$ cat src/rtl/bcd_scan_driver_pkg.sv
`default_nettype none
// ============================================================================
// Package  : bcd_pkg
// Purpose  : Shared constants, FSM state type and width helpers for the
//            BCD scan driver.
// Revision : 1.0 - initial release
// ============================================================================
package bcd_pkg;

    localparam int BCD_W       = 4;
    localparam int ADD3_THRESH = 5;

    typedef enum logic [0:0] {
        IDLE = 1'b0,
        CONV = 1'b1
    } conv_state_t;

    // Minimum of 1 so that single-entry counters still get a legal width.
    function automatic int clog2(input int value);
        int r;
        r = 0;
        while ((1 << r) < value) begin
            r = r + 1;
        end
        if (r == 0) begin
            r = 1;
        end
        return r;
    endfunction

    function automatic longint unsigned pow10(input int n);
        longint unsigned p;
        p = 64'd1;
        for (int i = 0; i < n; i++) begin
            p = p * 64'd10;
        end
        return p;
    endfunction

endpackage
`default_nettype wire

$ cat src/rtl/bcd_scan_driver_bin2bcd_seq.sv
`default_nettype none
// ============================================================================
// Module   : bin2bcd_seq
// Purpose  : Sequential double-dabble converter with valid/ready intake and
//            a single-cycle done strobe carrying the finished BCD word.
// Revision : 1.0 - initial release
// ============================================================================
module bin2bcd_seq
    import bcd_pkg::*;
#(
    parameter int DATA_W     = 8,
    parameter int NUM_DIGITS = 3
) (
    input  logic                          clk,
    input  logic                          rst_n,
    input  logic                          i_valid,
    input  logic [DATA_W-1:0]             i_data,
    output logic                          o_ready,
    output logic                          o_busy,
    output logic                          o_done,
    output logic [NUM_DIGITS*BCD_W-1:0]   o_bcd
);

    localparam int c_BCD_TOT = NUM_DIGITS * BCD_W;
    localparam int c_SR_W    = c_BCD_TOT + DATA_W;
    localparam int c_ITER_W  = clog2(DATA_W);

    conv_state_t         r_state;
    logic [c_SR_W-1:0]   r_sr;
    logic [c_ITER_W-1:0] r_iter;
    logic                r_ready;
    logic                r_busy;

    logic [c_SR_W-1:0]   w_adj;
    logic [c_SR_W-1:0]   w_shift;
    logic                w_last;

    always_comb begin
        w_adj = r_sr;
        for (int d = 0; d < NUM_DIGITS; d++) begin
            if (r_sr[DATA_W + d*BCD_W +: BCD_W] >= BCD_W'(ADD3_THRESH)) begin
                w_adj[DATA_W + d*BCD_W +: BCD_W] = r_sr[DATA_W + d*BCD_W +: BCD_W] + BCD_W'(3);
            end
        end
        w_shift = w_adj << 1;
    end

    // The final shift result is handed out combinationally so the display
    // register captures it on the very edge the conversion completes.
    assign w_last  = (r_state == CONV) && (r_iter == c_ITER_W'(DATA_W - 1));
    assign o_done  = w_last;
    assign o_bcd   = w_shift[c_SR_W-1 -: c_BCD_TOT];
    assign o_ready = r_ready;
    assign o_busy  = r_busy;

    always_ff @(posedge clk or negedge rst_n) begin
        if (!rst_n) begin
            r_state <= IDLE;
            r_sr    <= '0;
            r_iter  <= '0;
            r_ready <= 1'b1;
            r_busy  <= 1'b0;
        end else begin
            case (r_state)
                IDLE: begin
                    if (i_valid && r_ready) begin
                        r_sr    <= {{c_BCD_TOT{1'b0}}, i_data};
                        r_iter  <= '0;
                        r_state <= CONV;
                        r_ready <= 1'b0;
                        r_busy  <= 1'b1;
                    end
                end
                CONV: begin
                    r_sr   <= w_shift;
                    r_iter <= r_iter + c_ITER_W'(1);
                    if (w_last) begin
                        r_state <= IDLE;
                        r_ready <= 1'b1;
                        r_busy  <= 1'b0;
                    end
                end
                default: begin
                    r_state <= IDLE;
                    r_ready <= 1'b1;
                    r_busy  <= 1'b0;
                end
            endcase
        end
    end

endmodule
`default_nettype wire

$ cat src/rtl/bcd_scan_driver.sv
`default_nettype none
// ============================================================================
// Module   : bcd_scan_driver
// Purpose  : Binary-to-BCD conversion feeding a time-multiplexed digit bus
//            with one-hot active-low digit select and leading-zero blanking.
// Revision : 1.0 - initial release
// ============================================================================
module bcd_scan_driver
    import bcd_pkg::*;
#(
    parameter int DATA_W         = 8,
    parameter int NUM_DIGITS     = 3,
    parameter int REFRESH_CYCLES = 50000,
    parameter int BLANK_LZ       = 1
) (
    input  logic                   clk,
    input  logic                   rst_n,
    input  logic                   load_valid,
    input  logic [DATA_W-1:0]      load_data,
    output logic                   load_ready,
    output logic                   busy,
    output logic [BCD_W-1:0]       bcd_digit,
    output logic                   seg_en,
    output logic [NUM_DIGITS-1:0]  an_n
);

    localparam int c_BCD_TOT = NUM_DIGITS * BCD_W;
    localparam int c_CNT_W   = clog2(REFRESH_CYCLES);
    localparam int c_IDX_W   = clog2(NUM_DIGITS);

    localparam longint unsigned c_BIN_RANGE = longint'(1) << DATA_W;
    localparam longint unsigned c_DEC_RANGE = pow10(NUM_DIGITS);

    generate
        if ((c_BIN_RANGE > c_DEC_RANGE) || (NUM_DIGITS < 1) || (NUM_DIGITS > 8) ||
            (REFRESH_CYCLES < 2)) begin : g_param_check
            $fatal(1, "bcd_scan_driver: illegal DATA_W/NUM_DIGITS/REFRESH_CYCLES combination");
        end
    endgenerate

    logic                  w_done;
    logic [c_BCD_TOT-1:0]  w_bcd;

    logic [c_BCD_TOT-1:0]  r_disp;
    logic [c_CNT_W-1:0]    r_refresh;
    logic [c_IDX_W-1:0]    r_idx;

    logic [NUM_DIGITS-1:0] w_nz;
    logic [NUM_DIGITS-1:0] w_an;
    logic [BCD_W-1:0]      w_digit;
    logic                  w_show;

    bin2bcd_seq #(
        .DATA_W     (DATA_W),
        .NUM_DIGITS (NUM_DIGITS)
    ) u_conv (
        .clk     (clk),
        .rst_n   (rst_n),
        .i_valid (load_valid),
        .i_data  (load_data),
        .o_ready (load_ready),
        .o_busy  (busy),
        .o_done  (w_done),
        .o_bcd   (w_bcd)
    );

    always_ff @(posedge clk or negedge rst_n) begin
        if (!rst_n) begin
            r_disp <= '0;
        end else if (w_done) begin
            r_disp <= w_bcd;
        end
    end

    always_ff @(posedge clk or negedge rst_n) begin
        if (!rst_n) begin
            r_refresh <= '0;
            r_idx     <= '0;
        end else if (r_refresh == c_CNT_W'(REFRESH_CYCLES - 1)) begin
            r_refresh <= '0;
            if (r_idx == c_IDX_W'(NUM_DIGITS - 1)) begin
                r_idx <= '0;
            end else begin
                r_idx <= r_idx + c_IDX_W'(1);
            end
        end else begin
            r_refresh <= r_refresh + c_CNT_W'(1);
        end
    end

    // w_nz[i] is set when nibble i or any more significant nibble is non-zero.
    always_comb begin
        w_nz    = '0;
        w_an    = '1;
        w_digit = '0;
        w_show  = 1'b1;
        w_nz[NUM_DIGITS-1] = |r_disp[(NUM_DIGITS-1)*BCD_W +: BCD_W];
        for (int i = NUM_DIGITS - 2; i >= 0; i--) begin
            w_nz[i] = w_nz[i+1] | (|r_disp[i*BCD_W +: BCD_W]);
        end
        for (int i = 0; i < NUM_DIGITS; i++) begin
            if (r_idx == c_IDX_W'(i)) begin
                w_digit = r_disp[i*BCD_W +: BCD_W];
                w_an[i] = 1'b0;
                w_show  = (i == 0) || w_nz[i] || (BLANK_LZ == 0);
            end
        end
    end

    assign bcd_digit = w_digit;
    assign seg_en    = w_show;
    assign an_n      = w_an;

endmodule
`default_nettype wire

$ cat config.mk
export PLATFORM = sky130hd
export DESIGN_NAME = bcd_scan_driver
export DESIGN_NICKNAME = d
export VERILOG_FILES = /design/src/rtl/bcd_scan_driver_pkg.sv /design/src/rtl/bcd_scan_driver_bin2bcd_seq.sv /design/src/rtl/bcd_scan_driver.sv
export SDC_FILE = /design/constraint.sdc
export NUM_CORES = 1
export LEC_CHECK = 0
export CORE_ASPECT_RATIO = 1.1
export CORE_MARGIN = 10
export CORE_UTILIZATION = 25
export CTS_BUF_LIST = sky130_fd_sc_hd__clkbuf_4
export DETAILED_ROUTE_END_ITERATION = 10
export PLACE_DENSITY = 0.48
export SYNTH_ARGS = -nofsm -noshare
export SYNTH_HDL_FRONTEND = slang
export SYNTH_HIERARCHICAL = 1
export SYNTH_SLANG_ARGS = --single-unit
$ cat constraint.sdc
create_clock -name clk -period 1.8 [get_ports clk]
set_input_delay 0.36 -clock clk [delete_from_list [all_inputs] [get_ports clk]]
set_output_delay 0.36 -clock clk [all_outputs]
set_load 0.05 [all_outputs]
* Word-level counts from Yosys, hierarchy flattened *
Cells that the tools add are included.
Widths: inputs -> output; s select.

storage, ports and cells
  register bits = 56
  input bits = 11
  output and inout port bits = 10
  logic and storage cells = 57

cells by class
  add/subtract/negate cells = 6
  $lt $le $gt $ge = 3
  eq/ne operators = 6
  mux-type cells = 26
  bitwise operators = 2
  reduce and logical (&&, ||, !) cells = 6

operator list
  kind                   number
  $pmux 20 s2            1
  $mux 20                1
  $mux 4                 5
  $add 16x1->16 const B  1
  $eq 16x16->1 const B   1
  $mux 16                1
  $ge 4x3->1 const B     3
  $mux 1                 11
  $add 4x2->4 const B    2
  $reduce_or 4->1        2
  $mux 3                 2
  $pmux 1 s2             3
  $pmux 3 s2             1
  $ne 2x1->1 const B     2
  $add 3x1->3 const B    1
  $add 3x2->3 const B    1
  $eq 3x3->1 const B     1
  $add 2x1->2 const B    1
  $eq 2x1->1 const B     1
  $eq 2x2->1 const B     1
  $logic_and 1x1->1      2
  $logic_not 2->1        1
  $mux 2                 1
  $reduce_and 2->1       1
  other kinds (2)        2

* Longest topological paths before layout *
  depth after elaboration = 4
  gate-level depth with buffers = 6

* Cells and area by module *
The synthesis kept the hierarchy.

modules (own cells, without submodules)
  module           instances  cells an instance  area an instance (µm²)  seq. area each (µm²)
  bcd_scan_driver  1          120                1,408.9                 750.7
  bin2bcd_seq      1          139                1,378.8                 651.9

* Least setup slack after synthesis *
Ideal clock, no wire load.

  path type = register to output
  start point = reg r_idx[0]
  end point = out seg_en
  data arrival time = 2.136 ns
  slack = -0.696 ns
  stages on the path, launching flop included = 5
  path buffers = 1
  cell sequence = dfrtp_1 clkbuf_1 nand2_1 nor2_1 o21ai_0

on the way
  word-level cells in the longest chain between the ends = 3
  elaborated cells between the ends (all ways) = 4
  classes of those cells = 2 x eq/ne; 2 x mux

RTL lines
  element                   line                    text
  start: declaration        bcd_scan_driver.sv:46   logic [c_IDX_W-1:0] r_idx;
  start signal: assignment  bcd_scan_driver.sv:84   r_idx <= r_idx + c_IDX_W'(1);
  $eq 2x1->1                bcd_scan_driver.sv:102  if (r_idx == c_IDX_W'(i)) begin
  $mux 1                    bcd_scan_driver.sv:102
  $mux 1 *                  bcd_scan_driver.sv:102
  end: declaration          bcd_scan_driver.sv:23   output logic seg_en,

Mark *: on every way between the ends. The rest lies on a longest branch, timed or not.

* Final worst setup path *
  start point = reg r_disp[5]
  end point = out seg_en

on the way
  word-level cells in the longest chain between the ends = 4

RTL lines
  element                   line                    text
  start: declaration        bcd_scan_driver.sv:44   logic [c_BCD_TOT-1:0] r_disp;
  start signal: assignment  bcd_scan_driver.sv:71   r_disp <= w_bcd;
  $reduce_or 4->1           bcd_scan_driver.sv:99   w_nz[i] = w_nz[i+1] | (|r_disp[i*BCD_W +: BCD_W]);
  $or 1x1->1                bcd_scan_driver.sv:99
  $mux 1 (2 in a row)       bcd_scan_driver.sv:102

No other way between the ends.

==> summary.md <==
| Metric | Value |
|---|---|
| X dimension of the die | ~120 um |
| Worst Min Path Start | u_conv/r_iter[0] |
| Fmax | about 500 MHz |
| Endpoints failing setup | 5 |
| Aggregate negative setup slack | -344 ps |
| Avg Cell Area, Syn | between 10 and 15 sq um |
| EDFF count, synth | 0 |
| Buffer cell driving the clock tree root | clkbuf_4 |
| Via count of the first global-routing pass | just over 2,000 |
| Final core occ | 0.316 |
| Per-cell via count in the routed design | 4.33 |
| Class of the tightest hold or removal check | flop to flop |
| Top-level port count | 21 |
| Cell accounting for the most synthesized area | dfrtp_1 |
| Number of rows in the core area | 40 |
| Maximum root-to-sink buffer count | 2 |
| Clock latency on the worst-skew pair | about 360 ps |
| Antenna fix cells | 0 |
| Final setup skew | ~12 ps |
| Number of max-slew violations in the final report | 0 |
| Total detailed-routing wirelength | ~5700 um |
| Violated checks | setup timing |
| Capturing element type of the critical path | output pin |
| Post-place setup slack | ~43 ps |
| Initial core utilization | 0.256 |
| Total Nets Final | between 300 and 400 |
| Clock transition at the registers of the reported paths | 160 ps |
| Crit-path max FO | 3 |
| Data required time at the worst endpoint | ~1400 ps |
| Drt pass-1 iters | 4 |
| Layout area overhead | 23.7% |
| Fillers | approximately 1,200 |
| Min cycle time layout | between 2000 and 2500 ps |
| M1 GR Usage | 0.0892 |
| Total global routing track utilization | 0.0754 |
| Worst Setup Path Type | flop to output pin |
| Netlist cell types | 39 |
| Worst hold-check slack | between 400 and 500 ps |
| H-tree levels | 2 |
| Routability congestion estimate from global placement | between 0.7 and 0.8 |
| TritonCTS clock tree | done |
| Worst path arrival time | roughly 1700 ps |
| Initial antenna violation count | 0 |
| Most utilized layer in the global route result | met2 |
| Worst reg2reg startpoint | r_refresh[0] |
| Setup repair after global routing missed its margin | yes |
| Yosys top cell area share | 0.494 |
| Worst reg2reg path endpoint | r_refresh[9] |
| Worst rel slew slack | 0.740 |
| Pin count of the biggest net entering global routing | 57 |
| R2R cell count | 6 |
| Slew at the pin closest to its max-slew limit | around 400 ps |
| Initial DRC Count | around 80 |
| Slack of the worst reg-to-reg path | 190 ps |
| Post-detailed-placement half-perimeter wirelength | about 3900 um |
| Cell count after synthesis | roughly 260 |
| Synthesized area | roughly 2800 sq um |
| Post-Syn Nets | about 280 |
| Sequential area share after synthesis | 0.503 |
| Count of input and output buffers | 20 |
| Total count of hold-check failures in the final report | 0 |
| TritonCTS Buffers | 5 |
| Total of flip-flops plus latches after synthesis | 56 |
| Critical path startpoint | r_disp[5] |
| Startpoint kind of the worst setup timing path | flop |
| Worst Setup EP | seg_en |
| Wire length of the first global-routing pass | 9830 um |
| GR met2 Demand/Resource | 0.135 |
| Total number of vias | approximately 1,900 |
| Yosys Warn Count | 6 |
| Synth top area cells | dfrtp_1, mux2i_1, mux2_2 |
| Result of the run | complete, but fails checks |
| Max-capacitance violation count | 0 |
| Final critical-path setup slack | -236 ps |
| Share of final-layout standard cells stronger than drive strength 1 | 0.252 |
| Leak | between 0.0015 and 0.002 uW |
| Total grt overflow | 0 |
| Met3 usage | 0.0163 |
| Worst voltage drop across the vdd grid | between 500 and 600 uV |
| Post-DRT Antenna Nets | 0 |
| Overall die height | roughly 130 um |
| Area of the core region | between 10,000 and 15,000 sq um |
| TritonCTS sink count | 56 |
| Die area | between 15,000 and 20,000 sq um |
| Total power density per cell area | ~1300 nW/um^2 |
| Routed wirelength normalized by instance count | 13.0 um |
| Crit share post-route | 1.13 |
| Remaining DRCs | 0 |
| Primary flip-flop cell chosen by synthesis mapping | dfrtp_1 |
| Async set or reset register ratio after synthesis | 1.00 |
## worst max-delay path: stages (launching register included)
cell and delay [ps]:
dfrtp_1 430, or4_4 540, nor2_4 100, o21ai_2 70, buf_6 170
## cell families (layout without fill, tap and decap cells)
| logic type | Yosys count | in the layout | synth area share |
|---|---|---|---|
| mux | 32 | 32 | 0.123 |
| simple gates | 88 | 88 | 0.165 |
| xor+xnor | 16 | 16 | 0.0503 |
| compound gates | 37 | 37 | 0.0830 |
| fa+ha+maj | 9 | 9 | 0.0404 |
| buf+inv | 21 | 56 | 0.0355 |
| flops | 56 | 56 | 0.503 |
## synth_stat cells (2+ instances only)
| cell type | n |
|---|---|
| ha_1 | 9 |
| buf_2 | 4 |
| a21oi_1 | 3 |
| xor2_1 | 6 |
| nor2_1 | 15 |
| dfrtp_1 | 55 |
| nand2_1 | 36 |
| nor4_2 | 2 |
| mux2i_1 | 18 |
| nand4_2 | 2 |
| nor2b_1 | 4 |
| o21ai_0 | 19 |
| clkbuf_1 | 2 |
| a21oi_2 | 3 |
| and2_1 | 3 |
| mux2_2 | 13 |
| a22o_1 | 9 |
| nand4_1 | 3 |
| nand2b_1 | 5 |
| and4_1 | 2 |
| inv_1 | 12 |
| o21ai_1 | 2 |
| nand3_1 | 6 |
| buf_4 | 2 |
| xnor2_1 | 10 |
## sequential cells by signal (all words and copies together), names as in the netlist
register / count
r_disp: 12
r_idx: 2
r_refresh: 16
u_conv/o_busy: 1
u_conv/o_ready: 1
u_conv/r_iter: 3
u_conv/r_sr: 20
u_conv/r_state: 1
## stage by stage
stage	total power, uW	instances	area (sq um)
after CTS	4630	438	3400
final	4600	441	3450
after detailed placement	3950	423	3230
after floorplan	3330	259	2790
after global routing	4960	441	3450
after global placement	3910	423	3230
## metal layers
| layer | up-vias | share of wire |
|---|---|---|
| li1 | 956 | - |
| met1 | 936 | 0.46 |
| met2 | 16 | 0.52 |
| met3 | 2 | 0.021 |
| met4 | 0 | 0.0045 |
| met5 | - | 0 |
## layout by cell type, fill, tap and decap left out, types with 5 or more instances in the layout
| cell | instances |
|---|---|
| dfrtp_1 | 54 |
| nor2_1 | 13 |
| buf_4 | 14 |
| inv_1 | 10 |
| buf_12 | 8 |
| nand2b_1 | 5 |
| nand2_1 | 33 |
| ha_1 | 9 |
| mux2i_1 | 17 |
| clkbuf_4 | 8 |
| clkdlybuf4s50_1 | 9 |
| a22o_1 | 9 |
| o21ai_0 | 14 |
| nand3_1 | 6 |
| xor2_1 | 6 |
| xnor2_1 | 10 |
| mux2_2 | 13 |
## worst min path at each step
stage	depth (start not counted)	to	slack [ps]
floorplan	0	r_disp[0]	60
finish	1	u_conv/r_iter[0]	500
global placement	2	r_refresh[7]	390
global route	3	r_refresh[5]	510
CTS	3	r_refresh[6]	510
detailed placement	2	r_refresh[6]	390
## area by class of cell
type,count,area [sq um],area share
Clock buffer,8,60.1,0.0174
Tap cell,147,184,0.0534
Multi-Input combinational cell,182,1340,0.390
Timing Repair Buffer,36,408,0.118
Inverter,12,47.5,0.0138
Sequential cell,56,1400,0.407
## power breakdown
part	internal (uW)	total, uW	switching, uW
clock	202	579	376
combinational	1040	2070	1020
sequential	1640	1950	314
## timing repair
item                                    4_1_cts  5_1_grt
endpoints found under the setup margin        6       18
gates resized for setup                      15        9
setup buffers                                 6        3
pin swaps                                     3        3
hold endpoints to repair                     55        0
hold buffers                                  1        0
Note: power is estimated with default switching activity, not from simulation.
